`src/rtl/cpu_pkg.sv`:
```
// Shared fetch-side constants and the PC tag carried alongside each I-cache request.
package cpu_pkg;

  localparam int unsigned QUEUE_DEPTH_BITS     = 3;
  localparam int unsigned MAX_OUTSTANDING_BITS = 2;
  localparam logic [31:0] RESET_PC             = 32'h0040_0000;

  typedef struct packed {
    logic [31:0] pc;
  } fetch_tag_t;

endpackage

```
`src/rtl/pc_tag_fifo.sv`:
```
// Show-ahead FIFO pairing each issued request PC with its in-order response.
module pc_tag_fifo
  import cpu_pkg::*;
#(
  parameter int unsigned DEPTH = 4
) (
  input  logic       clk,
  input  logic       rst_n,
  input  logic       push,
  input  fetch_tag_t push_data,
  input  logic       pop,
  output fetch_tag_t head,
  output logic       empty,
  output logic       full
);

  localparam int unsigned AW = $clog2(DEPTH);

  fetch_tag_t      mem [DEPTH];
  logic [AW-1:0]   wr_ptr;
  logic [AW-1:0]   rd_ptr;
  logic [AW:0]     count;
  logic            do_push;
  logic            do_pop;

  assign empty   = (count == '0);
  assign full    = (count == (AW+1)'(DEPTH));
  // A push against a full FIFO is refused even if a pop frees a slot the same cycle.
  assign do_push = push && !full;
  assign do_pop  = pop && !empty;
  assign head    = mem[rd_ptr];

  always_ff @(posedge clk) begin
    if (!rst_n) begin
      wr_ptr <= '0;
      rd_ptr <= '0;
      count  <= '0;
    end else begin
      if (do_push) wr_ptr <= wr_ptr + 1'b1;
      if (do_pop)  rd_ptr <= rd_ptr + 1'b1;
      count <= count + (AW+1)'(do_push) - (AW+1)'(do_pop);
    end
  end

  always_ff @(posedge clk) begin
    if (do_push) mem[wr_ptr] <= push_data;
  end

endmodule

```
`src/rtl/inst_fetch_prefetcher.sv`:
```
// Instruction-queue write-side producer: credit-limited sequential fetch, in-order
// response forwarding, and redirect flush with stale-response discard.
module inst_fetch_prefetcher
  import cpu_pkg::*;
#(
  parameter int unsigned QUEUE_DEPTH     = 1 << QUEUE_DEPTH_BITS,
  parameter int unsigned MAX_OUTSTANDING = 1 << MAX_OUTSTANDING_BITS,
  parameter logic [31:0] RESET_PC        = cpu_pkg::RESET_PC
) (
  input  logic        clk,
  input  logic        rst_n,
  input  logic        redirect_valid,
  input  logic [31:0] redirect_pc,
  input  logic        q_pop,
  output logic        req_valid,
  output logic [31:0] req_pc,
  input  logic        req_ready,
  input  logic        rsp_valid,
  input  logic [31:0] rsp_data,
  output logic        out_valid,
  output logic [31:0] out_pc,
  output logic [31:0] out_data,
  output logic        q_flush
);

  localparam int unsigned QW = $clog2(QUEUE_DEPTH) + 1;
  localparam int unsigned OW = $clog2(MAX_OUTSTANDING) + 1;

  logic [31:0]   fetch_pc;
  logic [QW-1:0] occupancy;
  logic [QW-1:0] credits;
  logic [OW-1:0] outstanding;
  logic [OW-1:0] drop_cnt;
  logic          issue;
  logic          rsp_write;
  logic          rsp_drop;
  logic          occ_pop;
  fetch_tag_t    tag_head;
  fetch_tag_t    tag_push;
  logic          tag_empty;
  logic          tag_full;

  assign credits   = QW'(QUEUE_DEPTH) - occupancy - QW'(outstanding);
  assign req_valid = rst_n && !redirect_valid && (credits != '0)
                     && (outstanding < OW'(MAX_OUTSTANDING));
  assign req_pc    = fetch_pc;
  assign issue     = req_valid && req_ready;

  assign rsp_write = rst_n && rsp_valid && !redirect_valid && (drop_cnt == '0);
  assign rsp_drop  = rsp_valid && !redirect_valid && (drop_cnt != '0);
  assign occ_pop   = q_pop && (occupancy != '0);

  assign out_valid = rsp_write;
  assign out_pc    = rsp_write ? tag_head.pc : '0;
  assign out_data  = rsp_write ? rsp_data : '0;
  assign q_flush   = rst_n && redirect_valid;
  assign tag_push  = '{pc: fetch_pc};

  always_ff @(posedge clk) begin
    if (!rst_n) begin
      fetch_pc    <= RESET_PC;
      occupancy   <= '0;
      outstanding <= '0;
      drop_cnt    <= '0;
    end else if (redirect_valid) begin
      // Everything still in flight after this cycle belongs to the old path.
      fetch_pc    <= redirect_pc;
      occupancy   <= '0;
      outstanding <= outstanding - OW'(rsp_valid);
      drop_cnt    <= outstanding - OW'(rsp_valid);
    end else begin
      if (issue)    fetch_pc <= fetch_pc + 32'd4;
      if (rsp_drop) drop_cnt <= drop_cnt - OW'(1);
      outstanding <= outstanding + OW'(issue) - OW'(rsp_valid);
      occupancy   <= occupancy + QW'(rsp_write) - QW'(occ_pop);
    end
  end

  pc_tag_fifo #(
    .DEPTH (MAX_OUTSTANDING)
  ) u_tag_fifo (
    .clk       (clk),
    .rst_n     (rst_n),
    .push      (issue),
    .push_data (tag_push),
    .pop       (rsp_valid),
    .head      (tag_head),
    .empty     (tag_empty),
    .full      (tag_full)
  );

  a_rsp_without_request: assert property (@(posedge clk) disable iff (!rst_n)
    rsp_valid |-> (outstanding != '0) && !tag_empty);
  a_issue_into_full_tags: assert property (@(posedge clk) disable iff (!rst_n)
    issue |-> !tag_full);
  a_occupancy_bound: assert property (@(posedge clk) disable iff (!rst_n)
    occupancy <= QW'(QUEUE_DEPTH));

endmodule

```
`config.mk`:
```
export PLATFORM = sky130hd
export DESIGN_NAME = inst_fetch_prefetcher
export DESIGN_NICKNAME = d
export VERILOG_FILES = /design/src/rtl/cpu_pkg.sv /design/src/rtl/pc_tag_fifo.sv /design/src/rtl/inst_fetch_prefetcher.sv
export SDC_FILE = /design/constraint.sdc
export NUM_CORES = 1
export LEC_CHECK = 0
export ABC_AREA = 1
export CAP_MARGIN = 20
export CELL_PAD_IN_SITES_DETAIL_PLACEMENT = 1
export CELL_PAD_IN_SITES_GLOBAL_PLACEMENT = 2
export CORE_AREA = 3 3 181 183
export DETAILED_ROUTE_END_ITERATION = 8
export DIE_AREA = 0 0 184 186
export GPL_TIMING_DRIVEN = 0
export PLACE_DENSITY_LB_ADDON = 0.1
export SYNTH_ARGS = -nofsm -noshare
export SYNTH_HDL_FRONTEND = slang
export SYNTH_SLANG_ARGS = --single-unit
```
`constraint.sdc`:
```
create_clock -name clk -period 3.8 [get_ports clk]
set_clock_uncertainty 0.05 [all_clocks]
set_input_delay 0.95 -clock clk [delete_from_list [all_inputs] [get_ports clk]]
set_output_delay 0.95 -clock clk [all_outputs]
set_load 0.01 [all_outputs]
```
==> qor.yml, run 1 <==
worstMarginPinSlew_ns: 0.717
overflow: 0
drt_iter0_markers: 306
max_stage_delay_ns: 0.57
core-area_um2: 31400
cts_inserted_buffers: 17
finalPower_w: 0.00519
final_layout_size_suffix_gt1_frac: 0.0816
num_vias: 7385
clk_latency_ns: 0.44
dr.pass1.iters: 4
die_y_um: 186
start_kind: "input pin"
synth_cell_type_count: 34
seqPwrFrac: 0.445
slew_headroom: 0.522
yosys.area.top_type: "edfxtp_1"
viasPerCell: 4.54
wire_per_inst_um: 17.8
powerDensity_nw_per_um2: 445
hold_viol: 0
avgSynthCellArea_um2: 8.59
yosys_warnings: 0
nets: 1308
synthCells: 1019
ys_async_sr_fraction: 0
gp_congestion: 0.731
startpoint: "redirect_valid"
critPathTopFamily: "buffers and inverters"
critPathMaxFanout: 10
fin_crit_ns: 3.72
syn_nets: 1115
wl_um: 29000
synth_seq_area_share: 0.556
setup_violations: 0
synth-seq-cells: 179
required_ns: 2.80
clkSinkCount: 179
max-cap-violations: 0
h-tree-depth: 4
hold_buffers: 0
cp_num_buf_inv: 5
pin_count: 169
dp_hpwl_um: 21600
synth_area_leaders: "edfxtp_1 44%, dfxtp_1 12%, nor2_1 10%, nand2_1 7.9%, o21ai_0 4.4%"
p_leak_nw: 4.40
netlist.area_leader.share: 0.439
clockPowerShare: 0.329
r2r_slack_ns: 0.31
fmax_mhz: 269
syn_to_final_growth_pct: 33.4
die-area_um2: 34200
route.detailed.drc: 0
run_status: "finished clean"
end_kind: "primary output"
synth_ff_type: "edfxtp_1"
maxSlewViolCount: 0
r2r-start: "occupancy[1]$_SDFF_PP0_"
initial_core_util: 0.279
cp_slowest_cell: "clkdlybuf4s50_1"
hold_start: "u_tag_fifo.rd_ptr[0]$_SDFFE_PN0P_"
tritoncts: "yes"
cp_cell_sequence: "buf_4 -> inv_6 -> nand2_4 -> nor3_4 -> inv_4 -> buf_2 -> a21oi_2 -> clkdlybuf4s50_1"
clk_pin_slew_ns: 0.08
io_buffer_count: 166
cts_root_buffer: "clkbuf_16"
grt_max_degree: 25
synth.top_cells.by_count: "237 x nor2_1, 185 x nand2_1, 128 x edfxtp_1"
num_rows: 65
fp.dieW_um: 184
min_period_over_period: 0.979
synthesis.area_um2: 8750
antenna_found_initial: 0
arrival_ns: 2.72
intPower_w: 0.00353
p_comb_frac: 0.226
switchingPower_w: 0.00166
ir_worst_vdd_v: 0.000246
grt_usage: 0.170
synth_edf_count: 128
antenna_left: 0
grt_first_pass_wirelength_um: 44000
synth_most_common_cell: "nor2_1"
fin_util: 0.372
cts_buffer_depth: 2
p_sw_frac: 0.321
critical_path_class: "input pin to primary output"
antenna-diode-count: 0
min_path_type: "flop to flop"
grt_pass1_vias: 7674
## layout by cell type (no fill, tap or decap), types with 6 or more instances in the layout
master             n
ha_1              22
nand3_1           53
a21oi_1           59
clkbuf_1          19
nor2_1           233
o21ai_0           77
o21ai_1            6
buf_4              9
dfxtp_1           49
clkbuf_16         17
nand2_1          185
inv_1             99
buf_2             11
edfxtp_1         128
clkdlybuf4s50_1  161
nor2_4             8
o21bai_1           6
nand2_2            6
## state kept, by name, summed over array words and instances (netlist names), named ones only
signal             count
u_tag_fifo.wr_ptr      2
drop_cnt               3
u_tag_fifo.count       3
u_tag_fifo.rd_ptr      2
outstanding            3
occupancy              4
req_pc                32
u_tag_fifo.mem       128
## cell families (layout without fill, tap and decap cells)
| kind of cell | after synthesis | in the layout | synth area share |
|---|---|---|---|
| adder cells (fa/ha/maj) | 26 | 26 | 0.0406 |
| AO/OA/AOI/OAI | 157 | 157 | 0.0928 |
| flip-flops | 179 | 179 | 0.556 |
| AND/OR/NAND/NOR | 502 | 502 | 0.235 |
| buffers and inverters | 148 | 354 | 0.0689 |
| XOR/XNOR | 7 | 7 | 0.00701 |
## routing by layer
metal / vias up / wire [um] / global-route usage
met5: - / 0 / 0
met4: 0 / 288 / 0.0372
met3: 15 / 1090 / 0.0272
met2: 141 / 14200 / 0.305
met1: 3523 / 13400 / 0.217
li1: 3706 / - / -
## power by group through the flow
stage | registers, W | clock network (W) | logic (W)
after floorplan | 0.00232 | 0 | 0.000695
after detailed placement | 0.00235 | 0 | 0.00117
final | 0.00231 | 0.00171 | 0.00117
after global routing | 0.00233 | 0.00184 | 0.00135
after global placement | 0.00235 | 0 | 0.00114
after CTS | 0.00231 | 0.00175 | 0.00119
## path summary, 6_finish.rpt
check                                      end  depth (start not counted)
max                                  out_pc[7]                          8
min reg2reg  u_tag_fifo.rd_ptr[0]$_SDFFE_PN0P_                          1
min          u_tag_fifo.rd_ptr[0]$_SDFFE_PN0P_                          1
max reg2reg     u_tag_fifo.count[2]$_SDFF_PN0_                         15
## stage by stage
step	setup TNS, ns	hold WS (ns)	instances	setup WS (ns)	area, um2
floorplan	0	0.386	1019	0.145	8750
detailed placement	-37.30	0.419	1591	-0.732	11000
finish	0	0.441	1627	0.0816	11700
global placement	-196.16	0.414	1587	-1.34	10900
global route	-0.0186	0.468	1627	-0.00940	11700
CTS	0	0.439	1624	0.00680	11600
## repair_timing
action | in CTS | in global routing
resized for setup | 13 | 10
setup buffers | 1 | 3
setup endpoints to repair | 65 | 28
pin swaps | 1 | 2
## area by class of cell
cell class | count | area, um2
multi-input combinational | 692 | 3350
fill | 3675 | 19700
clock inverter | 15 | 144
clock buffer | 17 | 425
tap | 402 | 503
timing repair buffer | 174 | 1780
inverter | 108 | 413
buffer | 40 | 200
sequential | 179 | 4870
(Power assumes the default switching activity.)
==> run 2, diff against run 1 <==
--- a/config.mk
+++ b/config.mk
@@ -6,6 +6,7 @@
 export NUM_CORES = 1
 export LEC_CHECK = 0
 export ABC_AREA = 1
+export ABC_CLOCK_PERIOD_IN_PS = 3800
 export CAP_MARGIN = 20
 export CELL_PAD_IN_SITES_DETAIL_PLACEMENT = 1
 export CELL_PAD_IN_SITES_GLOBAL_PLACEMENT = 2
==> results of run 2 <==
Final layout, timing and power as in run 1 (identical DEF).
==> run 3, diff against run 2 <==
--- a/config.mk
+++ b/config.mk
@@ -6,7 +6,6 @@
 export NUM_CORES = 1
 export LEC_CHECK = 0
 export ABC_AREA = 1
-export ABC_CLOCK_PERIOD_IN_PS = 3800
 export CAP_MARGIN = 20
 export CELL_PAD_IN_SITES_DETAIL_PLACEMENT = 1
 export CELL_PAD_IN_SITES_GLOBAL_PLACEMENT = 2
==> constraint.sdc (replaced) <==
create_clock -name clk -period 3.8 [get_ports clk]
set_clock_uncertainty 0.05 [all_clocks]
set_input_delay 0.95 -clock clk [delete_from_list [all_inputs] [get_ports clk]]
set_output_delay 0.95 -clock clk [all_outputs]
set_load 0.005 [all_outputs]
==> run 3 against run 2 <==
Combinational power about the same. Critical path type unchanged. Count of clock-buffer cells in the layout unchanged. Critical path depth unchanged.
==> qor.yml, run 3 (synthesis gave the netlist of run 1 again) <==
h-tree-depth: 4
grt_pass1_vias: 7674
ir_worst_vdd_v: 0.000246
overflow: 0
fin_crit_ns: 3.71
initial_core_util: 0.279
run_status: "finished clean"
regMostFlops: "u_tag_fifo.mem"
clockPowerShare: 0.330
fmax_mhz: 270
num_rows: 65
pin_count: 169
num_vias: 7345
p_comb_frac: 0.223
switchingPower_w: 0.00164
die_y_um: 186
tritoncts: "yes"
worstMarginPinSlew_ns: 0.702
antenna_found_initial: 0
intPower_w: 0.00353
cts_inserted_buffers: 17
dp_slack_ns: -0.698
grt_max_degree: 25
maxSlewViolCount: 0
fin_util: 0.372
slew_headroom: 0.532
hold_buffers: 0
cts_buffer_depth: 2
cts_root_buffer: "clkbuf_16"
gp_congestion: 0.731
syn_to_final_growth_pct: 33.4
layout_commonest_cell: "nor2_1"
hold_viol: 0
end_kind: "primary output"
p_leak_nw: 4.36
start_kind: "input pin"
route.detailed.drc: 0
antenna_left: 0
viasPerCell: 4.51
critical_path_class: "input pin to primary output"
clkSinkCount: 179
arrival_ns: 2.71
wl_um: 28900
io_buffer_count: 166
p_sw_frac: 0.317
grt_first_pass_wirelength_um: 44000
critPathMaxFanout: 10
timing.final.ws_setup_ns: 0.0896
die-area_um2: 34200
drt_iter0_markers: 321
required_ns: 2.80
final_layout_size_suffix_gt1_frac: 0.0816
dp_hpwl_um: 21600
largest_reg_flops: 128
clk_latency_ns: 0.44
min_path_type: "flop to flop"
fp.dieW_um: 184
powerDensity_nw_per_um2: 443
final_cell_mix: "233 x nor2_1, 185 x nand2_1, 165 x clkdlybuf4s50_1"
grt_usage: 0.170
core-area_um2: 31400
wire_per_inst_um: 17.8
max-cap-violations: 0
min_period_over_period: 0.976
clk_pin_slew_ns: 0.08
setup_violations: 0
nets: 1308
seqPwrFrac: 0.447
dr.pass1.iters: 4
antenna-diode-count: 0
[run 3: cell count changes in the layout (fill, tap and decap cells not counted), sizes merged]
| cell | delta |
|---|---|
| buf | +1 |
| dlygate4sd2 | -2 |
| clkbuf | -1 |
| dlymetal6s2s | -2 |
| clkdlybuf4s50 | +4 |
[run 3: final cells by class]
class,instances,area (um2)
clock buffers,17,425
clock inverters,15,144
inverters,108,413
multi-input cells,692,3350
flip-flops and latches,179,4870
well taps,402,503
fillers,3668,19700
repair buffers,174,1770
plain buffers,40,200
[run 3: timing repair]
action | 4_1_cts | 5_1_grt
endpoints found under the setup margin | 65 | 15
gates resized for setup | 11 | 9
pin swaps | 1 | 3
setup buffers | 1 | 3
[run 3: layer usage]
| metal | GRT usage | up-vias | share of wire |
|---|---|---|---|
| met5 | 0 | - | 0 |
| met4 | 0.0372 | 0 | 0.010 |
| met3 | 0.0272 | 15 | 0.043 |
| met2 | 0.305 | 153 | 0.49 |
| met1 | 0.217 | 3472 | 0.46 |
| li1 | - | 3705 | - |
[run 3: power by group through the flow]
| stage | registers, W | logic, W | clock network [W] |
|---|---|---|---|
| floorplan | 0.00231 | 0.000683 | 0 |
| global placement | 0.00235 | 0.00112 | 0 |
| detailed placement | 0.00235 | 0.00115 | 0 |
| CTS | 0.00231 | 0.00117 | 0.00175 |
| global route | 0.00233 | 0.00133 | 0.00184 |
| finish | 0.00231 | 0.00115 | 0.00171 |
[run 3: stage by stage]
| step | power, W | std cells | instance area [um2] | hold slack [ns] | setup TNS (ns) |
|---|---|---|---|---|---|
| 2_1_floorplan | 0.00299 | 1019 | 8750 | 0.386 | 0 |
| 3_5_place_dp | 0.00351 | 1591 | 11000 | 0.419 | -35.04 |
| 5_1_grt | 0.00549 | 1627 | 11700 | 0.468 | -0.00920 |
| 3_3_place_gp | 0.00347 | 1587 | 10900 | 0.414 | -193.90 |
| 6_report | 0.00517 | 1627 | 11700 | 0.441 | 0 |
| 4_1_cts | 0.00523 | 1624 | 11600 | 0.439 | 0 |
[run 3: final timing paths]
check	from	to	slack, ns	depth (start not counted)
setup reg to reg	occupancy[1]$_SDFF_PP0_	u_tag_fifo.count[2]$_SDFF_PN0_	0.30	15
setup / recovery	redirect_valid	out_pc[11]	0.09	8
hold / removal	u_tag_fifo.rd_ptr[0]$_SDFFE_PN0P_	u_tag_fifo.rd_ptr[0]$_SDFFE_PN0P_	0.44	1
hold reg to reg	u_tag_fifo.rd_ptr[0]$_SDFFE_PN0P_	u_tag_fifo.rd_ptr[0]$_SDFFE_PN0P_	0.44	1
[run 3: critical path: stages]
cell	delay (ns)
buf_4	0.15
inv_6	0.10
nand2_4	0.10
nor3_4	0.29
inv_4	0.14
buf_2	0.23
a21oi_1	0.19
clkdlybuf4s50_1	0.55
